==> config.mk <==
export PLATFORM = sky130hd
export DESIGN_NAME = palindrome_gen_flat
export DESIGN_NICKNAME = d
export VERILOG_FILES = /design/src/rtl/palindrome_gen_if.sv /design/src/rtl/palindrome_gen.sv /design/src/flat_wrapper.sv
export SDC_FILE = /design/constraint.sdc
export NUM_CORES = 1
export LEC_CHECK = 0
export CAP_MARGIN = 20
export CORE_ASPECT_RATIO = 1.1
export CORE_UTILIZATION = 46
export CTS_BUF_LIST = sky130_fd_sc_hd__clkbuf_4
export CTS_CLUSTER_SIZE = 12
export DETAILED_ROUTE_END_ITERATION = 8
export GPL_TIMING_DRIVEN = 0
export PLACE_DENSITY_LB_ADDON = 0.1
export RECOVER_POWER = 50
export SYNTH_ARGS = -nofsm -noshare
export SYNTH_HDL_FRONTEND = slang
export SYNTH_SLANG_ARGS = --single-unit
==> constraint.sdc <==
create_clock -name clk -period 2.3 [get_ports clk]
set_clock_uncertainty 0.1 [all_clocks]
set_input_delay 0.46 -clock clk [delete_from_list [all_inputs] [get_ports clk]]
set_output_delay 0.46 -clock clk [all_outputs]
set_load 0.02 [all_outputs]
==> src/rtl/palindrome_gen_if.sv <==
// -----------------------------------------------------------------------------
// palindrome_gen_if
//   Handshake bundle for palindrome_gen.
//   Word side  : in_valid, in_ready, in_data[N-1:0]
//   Serial side: out_bit, out_valid, out_ready, out_first, out_last
//   Modports   : slave  - the serializer (accepts words, emits bits)
//                master - the environment (supplies words, sinks bits)
// -----------------------------------------------------------------------------
interface palindrome_gen_if #(
  parameter int N = 4
) ();
  logic         in_valid;
  logic         in_ready;
  logic [N-1:0] in_data;
  logic         out_bit;
  logic         out_valid;
  logic         out_ready;
  logic         out_first;
  logic         out_last;

  modport slave (
    input  in_valid, in_data, out_ready,
    output in_ready, out_bit, out_valid, out_first, out_last
  );

  modport master (
    output in_valid, in_data, out_ready,
    input  in_ready, out_bit, out_valid, out_first, out_last
  );
endinterface

==> src/rtl/palindrome_gen.sv <==
// -----------------------------------------------------------------------------
// palindrome_gen
//   Accepts N-bit words and emits each one serially as a palindrome frame:
//   in_data[N-1] down to in_data[0], then back up to in_data[N-1].
//
//   Ports:
//     clk       - rising-edge clock
//     reset     - asynchronous, active-low reset
//     bus       - palindrome_gen_if.slave (word handshake + serial output)
//     frame_cnt - count of completed frames, wraps 255 -> 0
//
//   Configuration:
//     PALGEN_ODD_EN - when defined, the centre bit in_data[0] is sent once
//                     (2N-1 bit frames); otherwise it is repeated (2N bits).
//
//   in_ready is high while idle and during the consumed last beat of a frame,
//   so a waiting word starts on the very next cycle with no gap.
// -----------------------------------------------------------------------------
module palindrome_gen #(
  parameter int N = 4
) (
  input  logic                clk,
  input  logic                reset,
  palindrome_gen_if.slave     bus,
  output logic [7:0]          frame_cnt
);

  localparam int IW = (N > 1) ? $clog2(N) : 1;
  localparam logic [IW-1:0] LAST_IDX = IW'(N - 1);

`ifdef PALGEN_ODD_EN
  // Reverse phase skips index 0 so the centre bit appears only once.
  localparam logic [IW-1:0] REV_START = IW'(1);
`else
  localparam logic [IW-1:0] REV_START = IW'(0);
`endif

  typedef enum logic [1:0] {
    IDLE = 2'd0,
    FWD  = 2'd1,
    REV  = 2'd2
  } state_t;

  state_t        state;
  logic [IW-1:0] idx;     // bit position of the bit currently on out_bit
  logic [N-1:0]  data_q;
  logic          beat;
  logic          accept;

  assign beat          = bus.out_valid & bus.out_ready;
  assign bus.in_ready  = (state == IDLE) | (beat & bus.out_last);
  assign accept        = bus.in_valid & bus.in_ready;

  // NOTE: every register here, including the word register, is cleared by the
  // asynchronous reset; all state is assigned with <= so each edge sees only
  // the values from before that edge.
  always_ff @(posedge clk or negedge reset) begin
    if (!reset) begin
      state         <= IDLE;
      idx           <= '0;
      data_q        <= '0;
      bus.out_valid <= 1'b0;
      bus.out_first <= 1'b0;
      bus.out_last  <= 1'b0;
      bus.out_bit   <= 1'b0;
      frame_cnt     <= 8'd0;
    end else begin
      if (beat && bus.out_last) begin
        frame_cnt <= frame_cnt + 8'd1;
      end

      if (accept) begin
        // Fresh word: either from IDLE or chained onto the final beat of REV.
        state         <= FWD;
        data_q        <= bus.in_data;
        idx           <= LAST_IDX;
        bus.out_bit   <= bus.in_data[N-1];
        bus.out_valid <= 1'b1;
        bus.out_first <= 1'b1;
        bus.out_last  <= 1'b0;
      end else begin
        case (state)
          FWD: begin
            if (beat) begin
              bus.out_first <= 1'b0;
              if (idx == '0) begin
                state        <= REV;
                idx          <= REV_START;
                bus.out_bit  <= data_q[REV_START];
                bus.out_last <= (REV_START == LAST_IDX);
              end else begin
                idx         <= idx - IW'(1);
                bus.out_bit <= data_q[idx - IW'(1)];
              end
            end
          end

          REV: begin
            if (beat) begin
              if (bus.out_last) begin
                // Frame done and nothing waiting; out_bit keeps its value.
                state         <= IDLE;
                bus.out_valid <= 1'b0;
                bus.out_last  <= 1'b0;
              end else begin
                idx          <= idx + IW'(1);
                bus.out_bit  <= data_q[idx + IW'(1)];
                bus.out_last <= ((idx + IW'(1)) == LAST_IDX);
              end
            end
          end

          default: begin
            state <= IDLE;
          end
        endcase
      end
    end
  end

endmodule

==> src/flat_wrapper.sv <==
// flat-port wrapper written by rule: the top's interface ports become plain ports
module palindrome_gen_flat 
#(
  parameter int N = 4
)
  (clk, reset, frame_cnt, bus_in_valid, bus_in_data, bus_out_ready, bus_in_ready, bus_out_bit, bus_out_valid, bus_out_first, bus_out_last);
  palindrome_gen_if #(.N(N)) bus_i ();
  input  logic clk;
  input  logic reset;
  output logic [7:0] frame_cnt;
  input wire logic [$bits(bus_i.in_valid)-1:0] bus_in_valid;
  input wire logic [$bits(bus_i.in_data)-1:0] bus_in_data;
  input wire logic [$bits(bus_i.out_ready)-1:0] bus_out_ready;
  output wire logic [$bits(bus_i.in_ready)-1:0] bus_in_ready;
  output wire logic [$bits(bus_i.out_bit)-1:0] bus_out_bit;
  output wire logic [$bits(bus_i.out_valid)-1:0] bus_out_valid;
  output wire logic [$bits(bus_i.out_first)-1:0] bus_out_first;
  output wire logic [$bits(bus_i.out_last)-1:0] bus_out_last;
  assign bus_i.in_valid = bus_in_valid;
  assign bus_i.in_data = bus_in_data;
  assign bus_i.out_ready = bus_out_ready;
  assign bus_in_ready = bus_i.in_ready;
  assign bus_out_bit = bus_i.out_bit;
  assign bus_out_valid = bus_i.out_valid;
  assign bus_out_first = bus_i.out_first;
  assign bus_out_last = bus_i.out_last;
  palindrome_gen #(.N(N)) u_core (.clk(clk), .reset(reset), .bus(bus_i), .frame_cnt(frame_cnt));
endmodule
==> metrics.yaml, run 1 <==
placement:
  dp_hpwl_mm: 1.55
  place.gp.congestion: 0.833
  placed_area_mm2: 0.00134
  numPortBuffers: 20
cts:
  insertion_delay_ps: 310
  clk_pin_slew_ps: 120
  clockBufferDepth: 2
  cts.sinks: 20
  numCtsBuffers: 3
  cts_root_buf: "clkbuf_4"
  cts_tree: "yes"
  post-cts-setup-buffer-count: 0
  htree_levels: 1
sta:
  hold_slack_ps: 385
  rsz0062_at_grt: "no"
  hold_viol: 0
  max_freq_mhz: 489
  tightest_slew_ps: 896
  setup_viol: 0
  drv_slew: 0
  period_minus_slack_ps: 2040
  finalCritPeriodShare_pct: 88.9
  slew_headroom_pct: 40.0
grt:
  grt_pass1_vias: 783
  grt_max_degree: 21
  antenna_found_initial: 0
  grt_pass1_wl_mm: 3.37
  grt_util_all_layers_pct: 17.6
  grt_overflow_total: 0
yosys:
  ys_top_cells_by_area: "dfrtp_1 (45%), ha_1 (7.9%), nand2_1 (7.5%)"
  synthFlopType: "dfrtp_1"
  synth_edf_count: 0
  synth_cells: 115
  syn_nets: 130
  ys_ff_latch: 20
  synth_top_cell_area_share_pct: 45.4
  yosysSeqAreaShare_pct: 45.4
  synthDistinctLibCells: 33
  async_flop_share_pct: 100
  synth_most_common_cell: "nand2_1"
  synthTopCellsByCount: "nand2_1 (22), dfrtp_1 (20), ha_1 (7), inv_1 (7), nor2_1 (7)"
  synth_area_mm2: 0.00110
  yosys.area.top_type: "dfrtp_1"
  avgSynthCellArea_um2: 9.60
  yosysWarnings: 0
worst_hold_path:
  hold_class: "flop to flop"
  hold_path_end: "u_core.frame_cnt[7]$_DFFE_PN0P_"
  hold_depth: 1
  hp-start: "u_core.frame_cnt[7]$_DFFE_PN0P_"
final_layout:
  area_delta_synth_final_pct: 26.6
  antenna_cells: 0
  drive_gt1_share_pct: 9.35
  postLayoutCoreUtil_pct: 62.1
  design_area_mm2: 0.00140
  finalNetCount: 155
flow_run:
  maxCapViolCount: 0
worst_setup_path:
  timing.rr.start: "u_core.idx[0]$_DFFE_PN0P_"
  path_class: "flop to flop"
  critPathMaxFanout: 6
  startpoint_type: "flop"
  reg2reg_depth: 6
  r2r-end: "u_core.bus.out_bit$_DFFE_PN0P_"
  critPathCaptureType: "flop"
  arrival_ps: 2170
  crit_required_ps: 2420
  r2r_slack_ps: 260
detailed_routing:
  antenna_left: 0
  drt_first_pass_iters: 4
  vias_per_cell: 5.06
  drc: 0
  num_vias: 855
  wirelength_mm: 2.07
  routedWlPerCell_um: 12.3
  first_iter_violations: 11
die:
  rows: 18
  core_area_mm2: 0.00225
  fp.dieArea_mm2: 0.00260
  die_y_um: 53.4
  ios: 21
  initial_utilization_pct: 49.0
  die_w_um: 48.7
power_and_ir_drop:
  vdd_drop_max_mv: 0.767
  p_per_area_mw_per_mm2: 1070
  leakage_nw: 0.646
run_status:
  status: "completed"
critical path, stage by stage (launching register included):
cell and delay, ps:
dfrtp_1 490, inv_1 120, ha_1 390, mux2i_1 150, a221oi_1 340, a211oi_2 120, o31ai_1 240
worst max path at each step:
stage                                   start                              to  slack [ps]
floorplan           u_core.idx[0]$_DFFE_PN0P_  u_core.bus.out_bit$_DFFE_PN0P_         510
global placement                bus_out_ready                    bus_in_ready        -240
detailed placement              bus_out_ready                    bus_in_ready        -260
CTS                 u_core.idx[0]$_DFFE_PN0P_  u_core.bus.out_bit$_DFFE_PN0P_         270
global route        u_core.idx[0]$_DFFE_PN0P_  u_core.bus.out_bit$_DFFE_PN0P_         160
finish              u_core.idx[0]$_DFFE_PN0P_  u_core.bus.out_bit$_DFFE_PN0P_         260
per-layer routing:
metal  share of wire [%]  track usage, %  vias to the layer above  wire (um)
met1                  48            21.9                      390        997
met3                 3.5            2.59                        5         73
met5                   0               0                        -          0
met2                  47            29.4                       23        970
li1                    -               -                      437          -
met4                 1.4            9.80                        0         30
power by group:
part           switching (W)  internal (W)
registers          0.0000685      0.000440
logic               0.000372      0.000319
clock network       0.000119      0.000176
cells by family after synthesis:
group,Yosys count,share of synthesized area (%)
buffers and inverters,11,4.31
multiplexers,4,4.76
AND/OR/NAND/NOR,45,18.6
XOR/XNOR,7,5.56
adder cells (fa/ha/maj),7,7.94
AO/OA/AOI/OAI,21,13.5
flip-flops,20,45.4
per-stage QoR:
step | power, W | std cells | worst slack (ps) | setup TNS [ps]
floorplan | 0.00102 | 115 | 505 | 0
global placement | 0.00119 | 165 | -240 | -240
detailed placement | 0.00122 | 165 | -260 | -260
finish | 0.00149 | 169 | 255 | 0
global route | 0.00160 | 169 | 162 | 0
CTS | 0.00150 | 169 | 267 | 0
layout by cell type (no fill, tap or decap), types with 2 or more instances in the layout:
master | synthesis | routed
and3_1 | 2 | 2
nand2_1 | 22 | 22
clkbuf_4 | 0 | 3
dfrtp_1 | 20 | 20
o21ai_0 | 4 | 4
nand4_1 | 2 | 2
dlygate4sd2_1 | 0 | 2
nand3_1 | 6 | 6
nor2b_1 | 2 | 2
ha_1 | 7 | 7
inv_1 | 7 | 7
nor2_1 | 7 | 7
clkdlybuf4s50_1 | 0 | 17
xnor2_1 | 6 | 6
a21oi_1 | 5 | 5
mux2i_1 | 3 | 3
clkbuf_1 | 1 | 2
nor3_1 | 2 | 2
cell type report:
class	count	area, um2
plain buffers	4	20.0
fillers	192	855
multi-input cells	84	563
inverters	7	26.3
repair buffers	20	198
well taps	30	37.5
clock inverters	1	30.0
clock buffers	3	22.5
flip-flops and latches	20	500
sequential cells by signal (all words and copies together), names as in the netlist:
register	count
u_core.frame_cnt	8
u_core.data_q	4
u_core.idx	2
u_core.state	2
u_core.bus.out_bit	1
u_core.bus.out_first	1
u_core.bus.out_last	1
u_core.bus.out_valid	1
repair_timing:
action	CTS	global route
resized for setup	3	0
endpoints found under the setup margin	1	0
hold buffers	0	0
No activity file was read; power rests on OpenSTA's default activity.
==> run 2, diff against run 1 <==
--- a/config.mk
+++ b/config.mk
@@ -7,6 +7,7 @@
 export LEC_CHECK = 0
 export CAP_MARGIN = 20
 export CORE_ASPECT_RATIO = 1.1
+export CORE_MARGIN = 4
 export CORE_UTILIZATION = 46
 export CTS_BUF_LIST = sky130_fd_sc_hd__clkbuf_4
 export CTS_CLUSTER_SIZE = 12
==> run 2 against run 1 <==
Net effect: combinational power about the same; worst hold slack got worse by 5.8 ps; register-to-register slack improved by 70 ps; critical path depth decreased by 2; maximum frequency increased by 0.73%.
==> metrics.yaml, run 2 (synthesis gave the netlist of run 1 again) <==
placement:
  dp_hpwl_mm: 1.56
  place_ws_ps: -253
  place.gp.congestion: 0.803
  numPortBuffers: 20
  placed_area_mm2: 0.00134
sta:
  finalCritPeriodShare_pct: 88.2
  hold_viol: 0
  drv_slew: 0
  rsz0062_at_grt: "no"
  setup_viol: 0
  worst_slack_ps: 270
  period_minus_slack_ps: 2030
  hold_slack_ps: 379
  max_freq_mhz: 493
  tightest_slew_ps: 897
  slew_headroom_pct: 40.0
worst_setup_path:
  startpoint_type: "flop"
  critPathCaptureType: "output pin"
  arrival_ps: 1470
  critPathMaxFanout: 8
  crit_required_ps: 1740
  path_class: "flop to output pin"
grt:
  grt_pass1_wl_mm: 3.60
  grt_pass1_vias: 814
  antenna_found_initial: 0
  grt_util_all_layers_pct: 15.3
  grt_overflow_total: 0
  grt_max_degree: 21
die:
  core_area_mm2: 0.00227
  ios: 21
  die_y_um: 59.4
  initial_utilization_pct: 48.5
  fp.dieArea_mm2: 0.00325
  die_w_um: 54.7
  rows: 18
cts:
  cts_root_buf: "clkbuf_4"
  clk_pin_slew_ps: 120
  cts_tree: "yes"
  cts.sinks: 20
  numCtsBuffers: 3
  insertion_delay_ps: 300
  htree_levels: 1
  post-cts-setup-buffer-count: 0
  clockBufferDepth: 2
final_layout:
  drive_gt1_share_pct: 8.63
  design_area_mm2: 0.00140
  finalNetCount: 155
  largest_reg_flops: 8
  area_delta_synth_final_pct: 26.9
  antenna_cells: 0
  layout_common_cells: "nand2_1 (22), dfrtp_1 (20), clkdlybuf4s50_1 (17)"
  final_common_cell: "nand2_1"
  regMostFlops: "u_core.frame_cnt"
  largestRegisters: "u_core.frame_cnt x8, u_core.data_q x4"
detailed_routing:
  antenna_left: 0
  vias_per_cell: 5.19
  drt_first_pass_iters: 3
  routedWlPerCell_um: 12.4
  first_iter_violations: 25
  drc: 0
  num_vias: 877
  wirelength_mm: 2.10
power_and_ir_drop:
  p_total_w: 0.00149
  vdd_drop_max_mv: 0.761
  leakage_nw: 0.652
  p_per_area_mw_per_mm2: 1060
flow_run:
  maxCapViolCount: 0
run_status:
  status: "completed"
worst_hold_path:
  hold_class: "flop to flop"
-- run 2: cell count changes in the layout (fill, tap and decap cells not counted) --
| cell | before | now |
|---|---|---|
| dlymetal6s2s_1 | 0 | 1 |
| clkbuf_1 | 2 | 3 |
| dlygate4sd2_1 | 2 | 1 |
| buf_2 | 1 | 0 |
-- run 2: worst max-delay path, cell delays in order (launching register included) --
cell	delay, ps
dfrtp_1	360
clkbuf_1	310
nand3_4	180
nand2_1	100
dlymetal6s2s_1	220
-- run 2: report_power, final --
part | internal [W] | leakage [nW] | switching, W
combinational | 0.000323 | 0.368 | 0.000368
sequential | 0.000440 | 0.256 | 0.0000683
clock | 0.000176 | 0.0279 | 0.000110
total | 0.000939 | 0.652 | 0.000546
-- run 2: final cells by class --
| type | instances | area (um2) |
|---|---|---|
| Inverter | 7 | 26.3 |
| Multi-Input combinational cell | 84 | 563 |
| Fill cell | 208 | 875 |
| Buffer | 4 | 18.8 |
| Tap cell | 30 | 37.5 |
| Sequential cell | 20 | 500 |
| Timing Repair Buffer | 20 | 201 |
| Clock buffer | 3 | 22.5 |
| Clock inverter | 1 | 30.0 |
-- run 2: worst paths after layout --
kind / start / end / slack [ps] / cells past startpoint
max: u_core.bus.out_valid$_DFFE_PN0P_ / bus_in_ready / 270 / 4
min: u_core.frame_cnt[7]$_DFFE_PN0P_ / u_core.frame_cnt[7]$_DFFE_PN0P_ / 380 / 1
max reg2reg: u_core.idx[0]$_DFFE_PN0P_ / u_core.bus.out_bit$_DFFE_PN0P_ / 330 / 6
min reg2reg: u_core.frame_cnt[7]$_DFFE_PN0P_ / u_core.frame_cnt[7]$_DFFE_PN0P_ / 380 / 1
max in group asynchronous: reset / u_core.bus.out_bit$_DFFE_PN0P_ / 930 / 1
min in group asynchronous: reset / u_core.frame_cnt[7]$_DFFE_PN0P_ / 610 / 1
-- run 2: timing repair --
action                                  4_1_cts  5_1_grt
endpoints found under the setup margin        1        1
gates cloned                                  0        0
hold endpoints to repair                      0        0
resized for setup                             2        1
hold buffers                                  0        0
-- run 2: metal layers --
layer / global-route usage (%) / part of all wire, % / vias up
li1: - / - / 444
met1: 19.7 / 47 / 409
met2: 24.5 / 47 / 20
met3: 3.02 / 5.3 / 4
met4: 6.41 / 1.2 / 0
met5: 0 / 0 / -
-- run 2: metrics by stage --
step / std cells / util [%] / TNS [ps]
after CTS: 169 / 61.6 / 0
final: 169 / 61.6 / 0
after floorplan: 115 / - / 0
after global placement: 165 / 59.0 / -239
after global routing: 169 / 61.6 / 0
after detailed placement: 165 / 59.0 / -253
